File: src/rtl/arc4_pkg.sv
// Shared types and constants for the ARC4 encryptor: FSM state encoding,
// key geometry and the printable-ASCII window used by the plaintext check.
package arc4_pkg;

  typedef enum logic [4:0] {
    IDLE, INIT,
    K_RDI, K_WTI, K_RDJ, K_WTJ, K_WRI, K_WRJ,
    L_RD, L_WT, L_WR,
    P_RDI, P_WTI, P_RDJ, P_WTJ, P_WRI, P_WRJ, P_RDP, P_WTP, P_WR
  } state_t;

  localparam int KEY_BYTES = 3;
  localparam logic [1:0] KIDX_LAST = 2'(KEY_BYTES - 1);
  localparam logic [7:0] PRINT_MIN = 8'h20;
  localparam logic [7:0] PRINT_MAX = 8'h7E;

  // Key byte 0 is the most significant byte of the 24-bit key.
  function automatic logic [7:0] key_byte(input logic [23:0] key, input logic [1:0] idx);
    case (idx)
      2'd0:    key_byte = key[23:16];
      2'd1:    key_byte = key[15:8];
      default: key_byte = key[7:0];
    endcase
  endfunction

  function automatic logic is_printable(input logic [7:0] c);
    is_printable = (c >= PRINT_MIN) && (c <= PRINT_MAX);
  endfunction

endpackage

File: src/rtl/arc4_encrypt_if.sv
// Control and memory-bus bundle of the ARC4 encryptor. The slave modport is
// the encryptor's view; the master modport is the host / memory side.
interface arc4_encrypt_if;
  logic        en;
  logic        rdy;
  logic [23:0] key;
  logic [7:0]  pt_addr;
  logic [7:0]  pt_rddata;
  logic [7:0]  ct_addr;
  logic [7:0]  ct_wrdata;
  logic        ct_wren;
  logic        pt_err;

  modport master (
    output en, key, pt_rddata,
    input  rdy, pt_addr, ct_addr, ct_wrdata, ct_wren, pt_err
  );

  modport slave (
    input  en, key, pt_rddata,
    output rdy, pt_addr, ct_addr, ct_wrdata, ct_wren, pt_err
  );
endinterface

File: src/rtl/arc4_smem.sv
// 256x8 ARC4 state RAM: one synchronous read port (1-cycle latency) and one
// write port. Contents are not reset.
module arc4_smem (
  input  logic       clk,
  input  logic [7:0] raddr,
  output logic [7:0] rdata,
  input  logic       we,
  input  logic [7:0] waddr,
  input  logic [7:0] wdata
);

  logic [7:0] mem_q [256];
  logic [7:0] rdata_q;

  always_ff @(posedge clk) begin
    if (we) mem_q[waddr] <= wdata;
    rdata_q <= mem_q[raddr];
  end

  assign rdata = rdata_q;

endmodule

File: src/rtl/arc4_encrypt.sv
// ARC4 encryptor: key schedule in arc4_smem, then length-prefixed PRGA over the
// plaintext image. Optional macro ARC4_PT_CHECK_EN enables the sticky pt_err flag.
module arc4_encrypt
  import arc4_pkg::*;
(
  input logic           clk,
  input logic           rst,
  arc4_encrypt_if.slave bus
);

  state_t      state_q, state_d;
  logic        rdy_q, rdy_d;
  logic        ct_wren_q, ct_wren_d;
  logic [7:0]  ct_addr_q, ct_addr_d;
  logic [7:0]  ct_wrdata_q, ct_wrdata_d;
  logic [7:0]  pt_addr_q, pt_addr_d;
  logic [7:0]  i_q, i_d, j_q, j_d, k_q, k_d;
  logic [1:0]  kidx_q, kidx_d;
  logic [7:0]  si_q, si_d, sj_q, sj_d, len_q, len_d;
  logic [23:0] key_q, key_d;
`ifdef ARC4_PT_CHECK_EN
  logic        pt_err_q, pt_err_d;
`endif

  logic [7:0] s_raddr, s_rdata, s_waddr, s_wdata;
  logic       s_we;

  arc4_smem u_smem (
    .clk   (clk),
    .raddr (s_raddr),
    .rdata (s_rdata),
    .we    (s_we),
    .waddr (s_waddr),
    .wdata (s_wdata)
  );

  // Each S read is issued in an *_RD* state and its data captured on the
  // following *_WT* -> next edge; addresses are held across both cycles.
  always_comb begin
    state_d     = state_q;
    ct_wren_d   = 1'b0;
    ct_addr_d   = ct_addr_q;
    ct_wrdata_d = ct_wrdata_q;
    pt_addr_d   = pt_addr_q;
    i_d         = i_q;
    j_d         = j_q;
    k_d         = k_q;
    kidx_d      = kidx_q;
    si_d        = si_q;
    sj_d        = sj_q;
    len_d       = len_q;
    key_d       = key_q;
`ifdef ARC4_PT_CHECK_EN
    pt_err_d    = pt_err_q;
`endif
    s_raddr     = i_q;
    s_we        = 1'b0;
    s_waddr     = i_q;
    s_wdata     = sj_q;

    case (state_q)
      IDLE: begin
        if (bus.en) begin
          key_d     = bus.key;
          i_d       = 8'd0;
          j_d       = 8'd0;
          k_d       = 8'd0;
          kidx_d    = 2'd0;
          pt_addr_d = 8'd0;
`ifdef ARC4_PT_CHECK_EN
          pt_err_d  = 1'b0;
`endif
          state_d   = INIT;
        end
      end
      INIT: begin
        s_we    = 1'b1;
        s_waddr = i_q;
        s_wdata = i_q;
        i_d     = i_q + 8'd1;
        if (i_q == 8'hFF) state_d = K_RDI;
      end
      K_RDI: state_d = K_WTI;
      K_WTI: begin
        si_d    = s_rdata;
        j_d     = j_q + s_rdata + key_byte(key_q, kidx_q);
        state_d = K_RDJ;
      end
      K_RDJ: begin
        s_raddr = j_q;
        state_d = K_WTJ;
      end
      K_WTJ: begin
        s_raddr = j_q;
        sj_d    = s_rdata;
        state_d = K_WRI;
      end
      K_WRI: begin
        s_we    = 1'b1;
        s_waddr = i_q;
        s_wdata = sj_q;
        state_d = K_WRJ;
      end
      K_WRJ: begin
        s_we    = 1'b1;
        s_waddr = j_q;
        s_wdata = si_q;
        i_d     = i_q + 8'd1;
        kidx_d  = (kidx_q == KIDX_LAST) ? 2'd0 : kidx_q + 2'd1;
        state_d = (i_q == 8'hFF) ? L_RD : K_RDI;
      end
      L_RD: state_d = L_WT;
      L_WT: begin
        len_d       = bus.pt_rddata;
        ct_wren_d   = 1'b1;
        ct_addr_d   = 8'd0;
        ct_wrdata_d = bus.pt_rddata;
        state_d     = L_WR;
      end
      L_WR: begin
        j_d = 8'd0;
        if (len_q <= 8'd1) begin
          i_d     = 8'd0;
          state_d = IDLE;
        end else begin
          i_d       = 8'd1;
          k_d       = 8'd1;
          pt_addr_d = 8'd1;
          state_d   = P_RDI;
        end
      end
      P_RDI: state_d = P_WTI;
      P_WTI: begin
        si_d    = s_rdata;
        j_d     = j_q + s_rdata;
        state_d = P_RDJ;
      end
      P_RDJ: begin
        s_raddr = j_q;
        state_d = P_WTJ;
      end
      P_WTJ: begin
        s_raddr = j_q;
        sj_d    = s_rdata;
        state_d = P_WRI;
      end
      P_WRI: begin
        s_we    = 1'b1;
        s_waddr = i_q;
        s_wdata = sj_q;
        state_d = P_WRJ;
      end
      P_WRJ: begin
        s_we    = 1'b1;
        s_waddr = j_q;
        s_wdata = si_q;
        state_d = P_RDP;
      end
      P_RDP: begin
        s_raddr = si_q + sj_q;
        state_d = P_WTP;
      end
      P_WTP: begin
        s_raddr     = si_q + sj_q;
        ct_wren_d   = 1'b1;
        ct_addr_d   = k_q;
        ct_wrdata_d = s_rdata ^ bus.pt_rddata;
        state_d     = P_WR;
      end
      P_WR: begin
`ifdef ARC4_PT_CHECK_EN
        if (!is_printable(bus.pt_rddata)) pt_err_d = 1'b1;
`endif
        if (k_q == len_q - 8'd1) begin
          state_d = IDLE;
        end else begin
          k_d       = k_q + 8'd1;
          pt_addr_d = k_q + 8'd1;
          i_d       = i_q + 8'd1;
          state_d   = P_RDI;
        end
      end
      default: state_d = IDLE;
    endcase

    rdy_d = (state_d == IDLE);
  end

  always_ff @(posedge clk) begin
    if (rst) begin
      state_q     <= IDLE;
      rdy_q       <= 1'b1;
      ct_wren_q   <= 1'b0;
      ct_addr_q   <= 8'd0;
      ct_wrdata_q <= 8'd0;
      pt_addr_q   <= 8'd0;
`ifdef ARC4_PT_CHECK_EN
      pt_err_q    <= 1'b0;
`endif
    end else begin
      state_q     <= state_d;
      rdy_q       <= rdy_d;
      ct_wren_q   <= ct_wren_d;
      ct_addr_q   <= ct_addr_d;
      ct_wrdata_q <= ct_wrdata_d;
      pt_addr_q   <= pt_addr_d;
`ifdef ARC4_PT_CHECK_EN
      pt_err_q    <= pt_err_d;
`endif
    end
  end

  // Datapath registers carry no reset; every run re-initialises them on en accept.
  always_ff @(posedge clk) begin
    i_q    <= i_d;
    j_q    <= j_d;
    k_q    <= k_d;
    kidx_q <= kidx_d;
    si_q   <= si_d;
    sj_q   <= sj_d;
    len_q  <= len_d;
    key_q  <= key_d;
  end

  assign bus.rdy       = rdy_q;
  assign bus.ct_wren   = ct_wren_q;
  assign bus.ct_addr   = ct_addr_q;
  assign bus.ct_wrdata = ct_wrdata_q;
  assign bus.pt_addr   = pt_addr_q;
`ifdef ARC4_PT_CHECK_EN
  assign bus.pt_err    = pt_err_q;
`else
  assign bus.pt_err    = 1'b0;
`endif

endmodule

File: src/flat_wrapper.sv
// flat-port wrapper written by rule: the top's interface ports become plain ports
module arc4_encrypt_flat import arc4_pkg::*;
  (clk, rst, bus_en, bus_key, bus_pt_rddata, bus_rdy, bus_pt_addr, bus_ct_addr, bus_ct_wrdata, bus_ct_wren, bus_pt_err);
  arc4_encrypt_if bus_i ();
  input logic clk;
  input logic rst;
  input wire logic [$bits(bus_i.en)-1:0] bus_en;
  input wire logic [$bits(bus_i.key)-1:0] bus_key;
  input wire logic [$bits(bus_i.pt_rddata)-1:0] bus_pt_rddata;
  output wire logic [$bits(bus_i.rdy)-1:0] bus_rdy;
  output wire logic [$bits(bus_i.pt_addr)-1:0] bus_pt_addr;
  output wire logic [$bits(bus_i.ct_addr)-1:0] bus_ct_addr;
  output wire logic [$bits(bus_i.ct_wrdata)-1:0] bus_ct_wrdata;
  output wire logic [$bits(bus_i.ct_wren)-1:0] bus_ct_wren;
  output wire logic [$bits(bus_i.pt_err)-1:0] bus_pt_err;
  assign bus_i.en = bus_en;
  assign bus_i.key = bus_key;
  assign bus_i.pt_rddata = bus_pt_rddata;
  assign bus_rdy = bus_i.rdy;
  assign bus_pt_addr = bus_i.pt_addr;
  assign bus_ct_addr = bus_i.ct_addr;
  assign bus_ct_wrdata = bus_i.ct_wrdata;
  assign bus_ct_wren = bus_i.ct_wren;
  assign bus_pt_err = bus_i.pt_err;
  arc4_encrypt u_core (.clk(clk), .rst(rst), .bus(bus_i));
endmodule
File: config.mk
export PLATFORM = sky130hd
export DESIGN_NAME = arc4_encrypt_flat
export DESIGN_NICKNAME = d
export VERILOG_FILES = /design/src/rtl/arc4_pkg.sv /design/src/rtl/arc4_encrypt_if.sv /design/src/rtl/arc4_smem.sv /design/src/rtl/arc4_encrypt.sv /design/src/flat_wrapper.sv
export SDC_FILE = /design/constraint.sdc
export NUM_CORES = 2
export LEC_CHECK = 0
export ABC_AREA = 0
export CORE_MARGIN = 2
export CORE_UTILIZATION = 51
export DETAILED_ROUTE_END_ITERATION = 8
export GPL_ROUTABILITY_DRIVEN = 0
export PLACE_DENSITY = 0.69
export SYNTH_ARGS = -nofsm -noshare
export SYNTH_HDL_FRONTEND = slang
export SYNTH_SLANG_ARGS = --single-unit
export TNS_END_PERCENT = 30
File: constraint.sdc
create_clock -name clk -period 5.5 [get_ports clk]
set_input_delay 1.1 -clock clk [delete_from_list [all_inputs] [get_ports clk]]
set_output_delay 1.1 -clock clk [all_outputs]
set_load 0.02 [all_outputs]
* After elaboration in Yosys (flattened, before gate mapping) *
Memory sizes are Yosys's and may differ from the RTL's. A register that Yosys moved wholly into a read port is not among the register bits.
Index checks and enable logic that the tools add are counted.

storage, ports and cells
  memories kept = 1
  memory bits (writable) = 2,048
  bits in latches = 0
  memory bits (read-only) = 0
  logic and storage cells = 99
  input port bits = 35
  flip-flop bits (word level) = 105

cells by class
  eq/ne operators = 26
  add/sub/neg operators = 7
  $lt $le $gt $ge = 1
  mux-type cells = 28
  bitwise operators = 1
  div/mod/pow operators = 0
  shifts and indexed selects = 0
  $mul = 0
  reductions and logical operators = 21

memory list
  memory               words  bits a word  read ports  clocked after Yosys merged registers in  write ports  RTL line         source
  u_core.u_smem.mem_q  256    8            1           1                                        1            arc4_smem.sv:12  logic [7:0] mem_q [256];

operator list
  cell                                                             count
  one-hot mux 5 bit (20 select lines)                              1
  one-hot mux 8 bit (2 select lines)                               5
  one-hot mux 8 bit (4 select lines)                               2
  two-way mux 8 bit                                                6
  == test 5 x 4 -> 1 bit (second input constant)                   8
  adder 8 bit                                                      3
  one-hot mux 8 bit (3 select lines)                               1
  == test 5 x 3 -> 1 bit (second input constant)                   4
  == test 5 bit (second input constant)                            4
  adder 8 x 1 -> 8 bit (second input constant)                     2
  two-way mux 4 bit                                                3
  OR reduction 2 bit                                               6
  == test 5 x 2 -> 1 bit (second input constant)                   2
  zero test 5 bit                                                  2
  two-way mux 5 bit                                                2
  == test 8 bit                                                    1
  == test 8 bit (second input constant)                            1
  less-or-equal comparator 8 x 1 -> 1 bit (second input constant)  1
  nonzero test 4 bit                                               2
  subtractor 8 x 1 -> 8 bit (second input constant)                1
  bitwise XOR 8 bit                                                1
  inequality test 2 bit (second input constant)                    3
  AND reduction 2 bit                                              3
  == test 5 x 1 -> 1 bit (second input constant)                   1
  13 further kinds                                                 19

* Longest topological paths before layout *
  word-level depth = 5
  mapped depth = 18
  gate-level depth less buffers = 15

* Cells and area by module *
From an unflattened synthesis, not the netlist that was laid out.

unflattened totals
  cell total of the unflattened synthesis = 4,316
  area total of the unflattened synthesis = 85,489.5 um^2

modules (own cells, without submodules)
  module        area an instance (um^2)  times used  cells each
  arc4_smem     79,556.3                 1           3,733
  arc4_encrypt  5,933.2                  1           583

* Least setup slack after synthesis *
Ideal clock, no wire load.

  path kind = reg2reg
  start point = reg u_core.state_q[2]
  end point = mem u_core.u_smem.mem_q[0][4], data pin
  stages on the path, launching flop included = 9
  arrival time = 4.608 ns
  clock period less this slack = 5.379 ns
  setup time = 0.771 ns
  required time = 4.729 ns
  buffers on the path = 3
  setup slack = 0.121 ns
  cell sequence = dfxtp_1 -> buf_2 -> nor2b_1 -> buf_4 -> nand3_1 -> a21oi_1 -> clkbuf_1 -> a222oi_1 -> inv_1

between the ends
  longest elaborated chain between the ends = 3

RTL lines
  element                                                         RTL line             source
  start, declared                                                 arc4_encrypt.sv:11   state_t state_q, state_d;
  start signal, assigned                                          arc4_encrypt.sv:201  state_q <= state_d;
  == test 5 x 3 -> 1 bit / == test 5 bit (equally long branches)  arc4_encrypt.sv:61   case (state_q)
  OR reduction 2 bit (no source line)                             n/a
  one-hot mux 8 bit (2 select lines) (*)                          arc4_encrypt.sv:61
  via u_core.s_wdata[4]                                           arc4_encrypt.sv:25   logic [7:0] s_raddr, s_rdata, s_waddr, s_wdata;
  end, declared                                                   arc4_smem.sv:12

Mark *: on every way through the listed nets, which the timed path passes. The rest lies on a longest branch.

* Worst setup path in the final report *
  start point = reg u_core.state_q[1]
  end point = reg u_core.u_smem.rdata_q[0], in the netlist u_core.u_smem.rdata[0], read port of u_core.u_smem.mem_q

between the ends
  longest elaborated chain between the ends = 3

RTL lines
  element                                                                           RTL line            source
  == test 5 x 3 -> 1 bit (tied with other cells)                                    arc4_encrypt.sv:61
  OR reduction 4 bit (no source line) / OR reduction 2 bit (equally long branches)  n/a
  one-hot mux 8 bit (2 select lines) (*)                                            arc4_encrypt.sv:61
  end, declared                                                                     arc4_smem.sv:13     logic [7:0] rdata_q;

Mark *: on every way between the ends. The rest lies on a longest branch, timed or not.
A chain may end at the register's enable or synchronous reset.

==> results_tabular.tex <==
\begin{tabular}{lr}
\hline
Metric & Value \\
\hline
\multicolumn{2}{l}{\textbf{GRT}} \\
Global Route Usage Sum & 0.327 \\
Grt total ovfl & 0 \\
Number of antenna violations at the first check in global routing & 19 \\
Maximum number of pins on one net before global-route repair & $\sim$180 \\
Via count of the first global-routing pass & 55500 \\
First-pass GRT wire length & 407000 um \\
\multicolumn{2}{l}{\textbf{Route}} \\
Detailed Routing Iterations Pass 1 & 8 \\
Via density & 6.70 \\
Number of DRC violations after detailed-routing iteration 0 & 10400 \\
Overall via count from detail\_route & 59100 \\
Remaining design rule violation count & 0 \\
Routed wirelength normalized by instance count & 32.9 um \\
Sum of routed wire length over all layers & 290000 um \\
Routed Antenna Nets & 0 \\
\multicolumn{2}{l}{\textbf{Timing}} \\
F\_max & 0.179 GHz \\
Final cycle utilization of the critical path & 1.02 \\
Least setup slack across all paths after layout & -89.5 ps \\
Time the final worst path needs with I/O delays and setup & 5590 ps \\
Worst Skew & about 54 ps \\
Max\_slew headroom & 0.0300 \\
Least-Margin Pin Slew & 1440 ps \\
Number of failing hold endpoints at the final stage & 0 \\
Max-slew violation count & 0 \\
Sum of negative setup slack & -147 ps \\
Total of endpoints with negative setup slack in the final report & 2 \\
Setup repair after global routing missed its margin & false \\
\multicolumn{2}{l}{\textbf{Clock tree}} \\
Clock tree from TritonCTS & done \\
Post-CTS clock slew at the launch and capture registers of the worst setup and hold paths & 60 ps \\
Maximum clock insertion buffer count & 3 \\
Inserted Clock Buffers & approximately 210 \\
Hold Buf Count CTS & 0 \\
Htree depth & 4 \\
Clock sink total & 2161 \\
CTS root buffer & sky130\_fd\_sc\_hd\_\_clkbuf\_16 \\
Insertion delay of the later-clocked pin in the worst-skew pair & roughly 890 ps \\
\multicolumn{2}{l}{\textbf{Power and ir drop}} \\
Maximum vdd ir drop & about 0.00033 V \\
Power density normalized to cell area & 367 nW/um2 \\
Internal Pwr Total & between 20 and 30 mW \\
Switching share of power & 0.264 \\
Switching power & approximately 9.7 mW \\
Logic gate share of total power & 0.123 \\
Leak pwr & between 30 and 40 nW \\
Sequential share of power & 0.502 \\
Clock network fraction of total power & 0.375 \\
\multicolumn{2}{l}{\textbf{Place}} \\
Sum of net half-perimeters after detailed placement & 180000 um \\
Post-place setup slack & -242 ps \\
Count of input and output buffers & 60 \\
\multicolumn{2}{l}{\textbf{Synthesis}} \\
Seq/Total Area, Yosys & 0.733 \\
Prevailing post-synth register cell & sky130\_fd\_sc\_hd\_\_edfxtp\_1 \\
Post-Synth Simple-Gate Area & 0.0960 \\
Xor and xnor area share after synthesis & 0.00507 \\
Synthesized Nets & a little over 6000 \\
Number of register bits inferred by synthesis & approximately 2200 \\
Multiplexer share of the synthesized area & 0.0533 \\
Asr flop ratio synth & 0 \\
Largest family of logic cells by synthesized area & simple AND/OR/NAND/NOR gates \\
Cell types with the largest area share after synthesis & sky130\_fd\_sc\_hd\_\_edfxtp\_1 72\%, sky130\_fd\_sc\_hd\_\_mux2i\_1 3.8\%, sky130\_fd\_sc\_hd\_\_nand2\_1 3.6\% \\
Syn\_area\_per\_cell & about 15 um2 \\
Adder-cell share of the synthesized area & 0.00466 \\
Top cell type by total area after synthesis & sky130\_fd\_sc\_hd\_\_edfxtp\_1 \\
Syn Std Cell Area & 88000 um2 \\
Synthesized netlist cell count & between 5000 and 6000 \\
Library cells used by synthesis & 94 \\
Synth warnings & 0 \\
Share of the synthesized area in compound gates (AO/OA/AOI/OAI) & 0.0829 \\
Share of the synthesized area in the top cell type & 0.724 \\
Number of synthesized flops with an enable pin & 2122 \\
\multicolumn{2}{l}{\textbf{Critical path}} \\
Worst flop-to-flop path startpoint & u\_core.state\_q[1] \\
Cells on worst reg2reg path & 11 \\
Critical-path maximum fanout & 63 \\
Setup crit end kind & register \\
Worst setup path category & register to register \\
Startpoint class of the critical path & register \\
CP Data Arrival Time & about 6300 ps \\
WP data required & 6200 ps \\
Capture instance of the worst register-to-register path & u\_core.u\_smem.rdata[0] \\
Setup slack, reg-to-reg & -90 ps \\
\multicolumn{2}{l}{\textbf{Run}} \\
Max-cap violations & 0 \\
\multicolumn{2}{l}{\textbf{Cells and area}} \\
Layout Area Growth over Synthesis & 13.8\% \\
Layout fillers & about 13000 \\
Final Net Count & 6394 \\
Most common cell after layout, fill and taps aside & sky130\_fd\_sc\_hd\_\_edfxtp\_1 \\
Fraction of layout cells with a size suffix above 1 & 0.135 \\
Area of the multi-input gates & around 22000 um2 \\
Area taken by flip-flops and latches & 64500 um2 \\
Leading cell types in the layout, fill and taps excluded & 2122 x sky130\_fd\_sc\_hd\_\_edfxtp\_1, 850 x sky130\_fd\_sc\_hd\_\_nand2\_1, 443 x sky130\_fd\_sc\_hd\_\_buf\_4 \\
\multicolumn{2}{l}{\textbf{Floorplan}} \\
Die Width & 419 um \\
Area inside the core boundary & roughly 170000 um2 \\
Vertical extent of the die & 419 um \\
Cell row count & 152 \\
IO Count & 62 \\
Initial core utilization & 0.513 \\
Area of the die & 176000 um2 \\
\multicolumn{2}{l}{\textbf{Min path}} \\
Hold path endpoint & u\_core.bus.pt\_addr[0] \\
Hold path cells & 2 \\
Hold crit path type & register to register \\
Hold path startpoint & u\_core.bus.pt\_addr[0] \\
\multicolumn{2}{l}{\textbf{Outcome}} \\
Result of the run & finished with violations \\
Failing checks & negative setup slack \\
\hline
\end{tabular}
[metal layers]
metal	vias to the layer above	wire length [um]	track usage
li1	24000	-	-
met1	29200	101000	0.428
met2	4859	125000	0.473
met3	976	43400	0.107
met4	24	20400	0.200
met5	-	371	0.00889
[layout make-up]
class / instances / share of cell area
Sequential cell: 2161 / 0.644
Multi-Input combinational cell: 3394 / 0.215
Clock buffer: 263 / 0.0543
Timing Repair Buffer: 534 / 0.0454
Tap cell: 2310 / 0.0289
Clock inverter: 115 / 0.0105
Inverter: 29 / 0.00169
Antenna cell: 14 / 0.000350
[power by group through the flow]
stage               registers (mW)  logic (mW)  clock network (mW)
global placement              18.8        4.24                   0
CTS                           18.4        4.32                13.8
floorplan                     18.8        2.45                   0
finish                        18.5        4.52                13.8
global route                  18.4        4.61                14.5
detailed placement            18.8        4.30                   0
[how the worst max path moves through the flow]
stage | slack [ps] | cells past startpoint | start | endpoint
global placement | -230 | 14 | u_core.sj_q[0] | u_core.u_smem.rdata[3]
CTS | 220 | 12 | u_core.state_q[1] | u_core.u_smem.rdata[1]
floorplan | 120 | 8 | u_core.state_q[2] | u_core.u_smem.mem_q[0][4]
global route | 20 | 11 | u_core.state_q[1] | u_core.u_smem.rdata[0]
detailed placement | -240 | 11 | u_core.state_q[1] | u_core.u_smem.rdata[3]
finish | -90 | 11 | u_core.state_q[1] | u_core.u_smem.rdata[0]
[cells by family after synthesis]
family	Yosys count
buf+inv	432
xor+xnor	48
flops	2161
fa+ha+maj	31
simple gates	1890
compound gates	1023
mux	401
other cells	1
[Yosys cell counts, types with 35 or more instances]
cell type / count
sky130_fd_sc_hd__edfxtp_1: 2122
sky130_fd_sc_hd__nand2_1: 853
sky130_fd_sc_hd__nor2_1: 397
sky130_fd_sc_hd__mux2i_1: 333
sky130_fd_sc_hd__a211oi_1: 235
sky130_fd_sc_hd__nand3_1: 225
sky130_fd_sc_hd__and3_1: 184
sky130_fd_sc_hd__clkbuf_1: 158
sky130_fd_sc_hd__buf_2: 133
sky130_fd_sc_hd__a31oi_1: 125
sky130_fd_sc_hd__a21oi_1: 111
sky130_fd_sc_hd__o22ai_1: 108
sky130_fd_sc_hd__o21ai_0: 83
sky130_fd_sc_hd__buf_4: 69
sky130_fd_sc_hd__nand4_1: 66
sky130_fd_sc_hd__mux4_2: 53
sky130_fd_sc_hd__a22oi_1: 52
sky130_fd_sc_hd__a32oi_1: 48
sky130_fd_sc_hd__nor3_1: 47
sky130_fd_sc_hd__a311oi_1: 45
sky130_fd_sc_hd__dfxtp_1: 39
sky130_fd_sc_hd__a2111oi_0: 36
sky130_fd_sc_hd__nor4_1: 35
[state kept, by name (all words and copies together), names as in the netlist]
name and cells:
u_core.bus.ct_addr 8, u_core.bus.ct_wrdata 8, u_core.bus.ct_wren 1, u_core.bus.pt_addr 8
u_core.bus.rdy 1, u_core.i_q 8, u_core.j_q 8, u_core.k_q 8
u_core.key_q 24, u_core.kidx_q 2, u_core.len_q 8, u_core.si_q 8
u_core.sj_q 8, u_core.state_q 5, u_core.u_smem.mem_q 2048, u_core.u_smem.rdata 8
[worst max-delay path, cell delays in order, from the launching register on]
cell,delay (ps)
sky130_fd_sc_hd__dfxtp_1,780
sky130_fd_sc_hd__xor2_2,290
sky130_fd_sc_hd__nand2_2,280
sky130_fd_sc_hd__o211a_1,330
sky130_fd_sc_hd__nor2_4,250
sky130_fd_sc_hd__buf_4,290
sky130_fd_sc_hd__buf_12,350
sky130_fd_sc_hd__mux4_2,630
sky130_fd_sc_hd__a22oi_1,260
sky130_fd_sc_hd__a21boi_0,470
sky130_fd_sc_hd__nor4_1,1100
sky130_fd_sc_hd__o311ai_0,280
[through the flow]
step,instances,hold WS (ps),power (mW),utilization,cell area [um2]
5_1_grt,8810,500,37.5,0.584,100000
4_1_cts,8806,475,36.6,0.583,100000
6_report,8820,470,36.8,0.584,100000
3_3_place_gp,8428,458,23.0,0.546,93600
2_1_floorplan,5987,463,21.2,-,88000
3_5_place_dp,8428,466,23.1,0.546,93600
[what timing repair did]
item	4_1_cts	5_1_grt
gates resized for setup	3	4
buffers inserted	0	0
pin swaps	0	1
endpoints found under the setup margin	2	3
No activity file was read; power rests on OpenSTA's default activity.
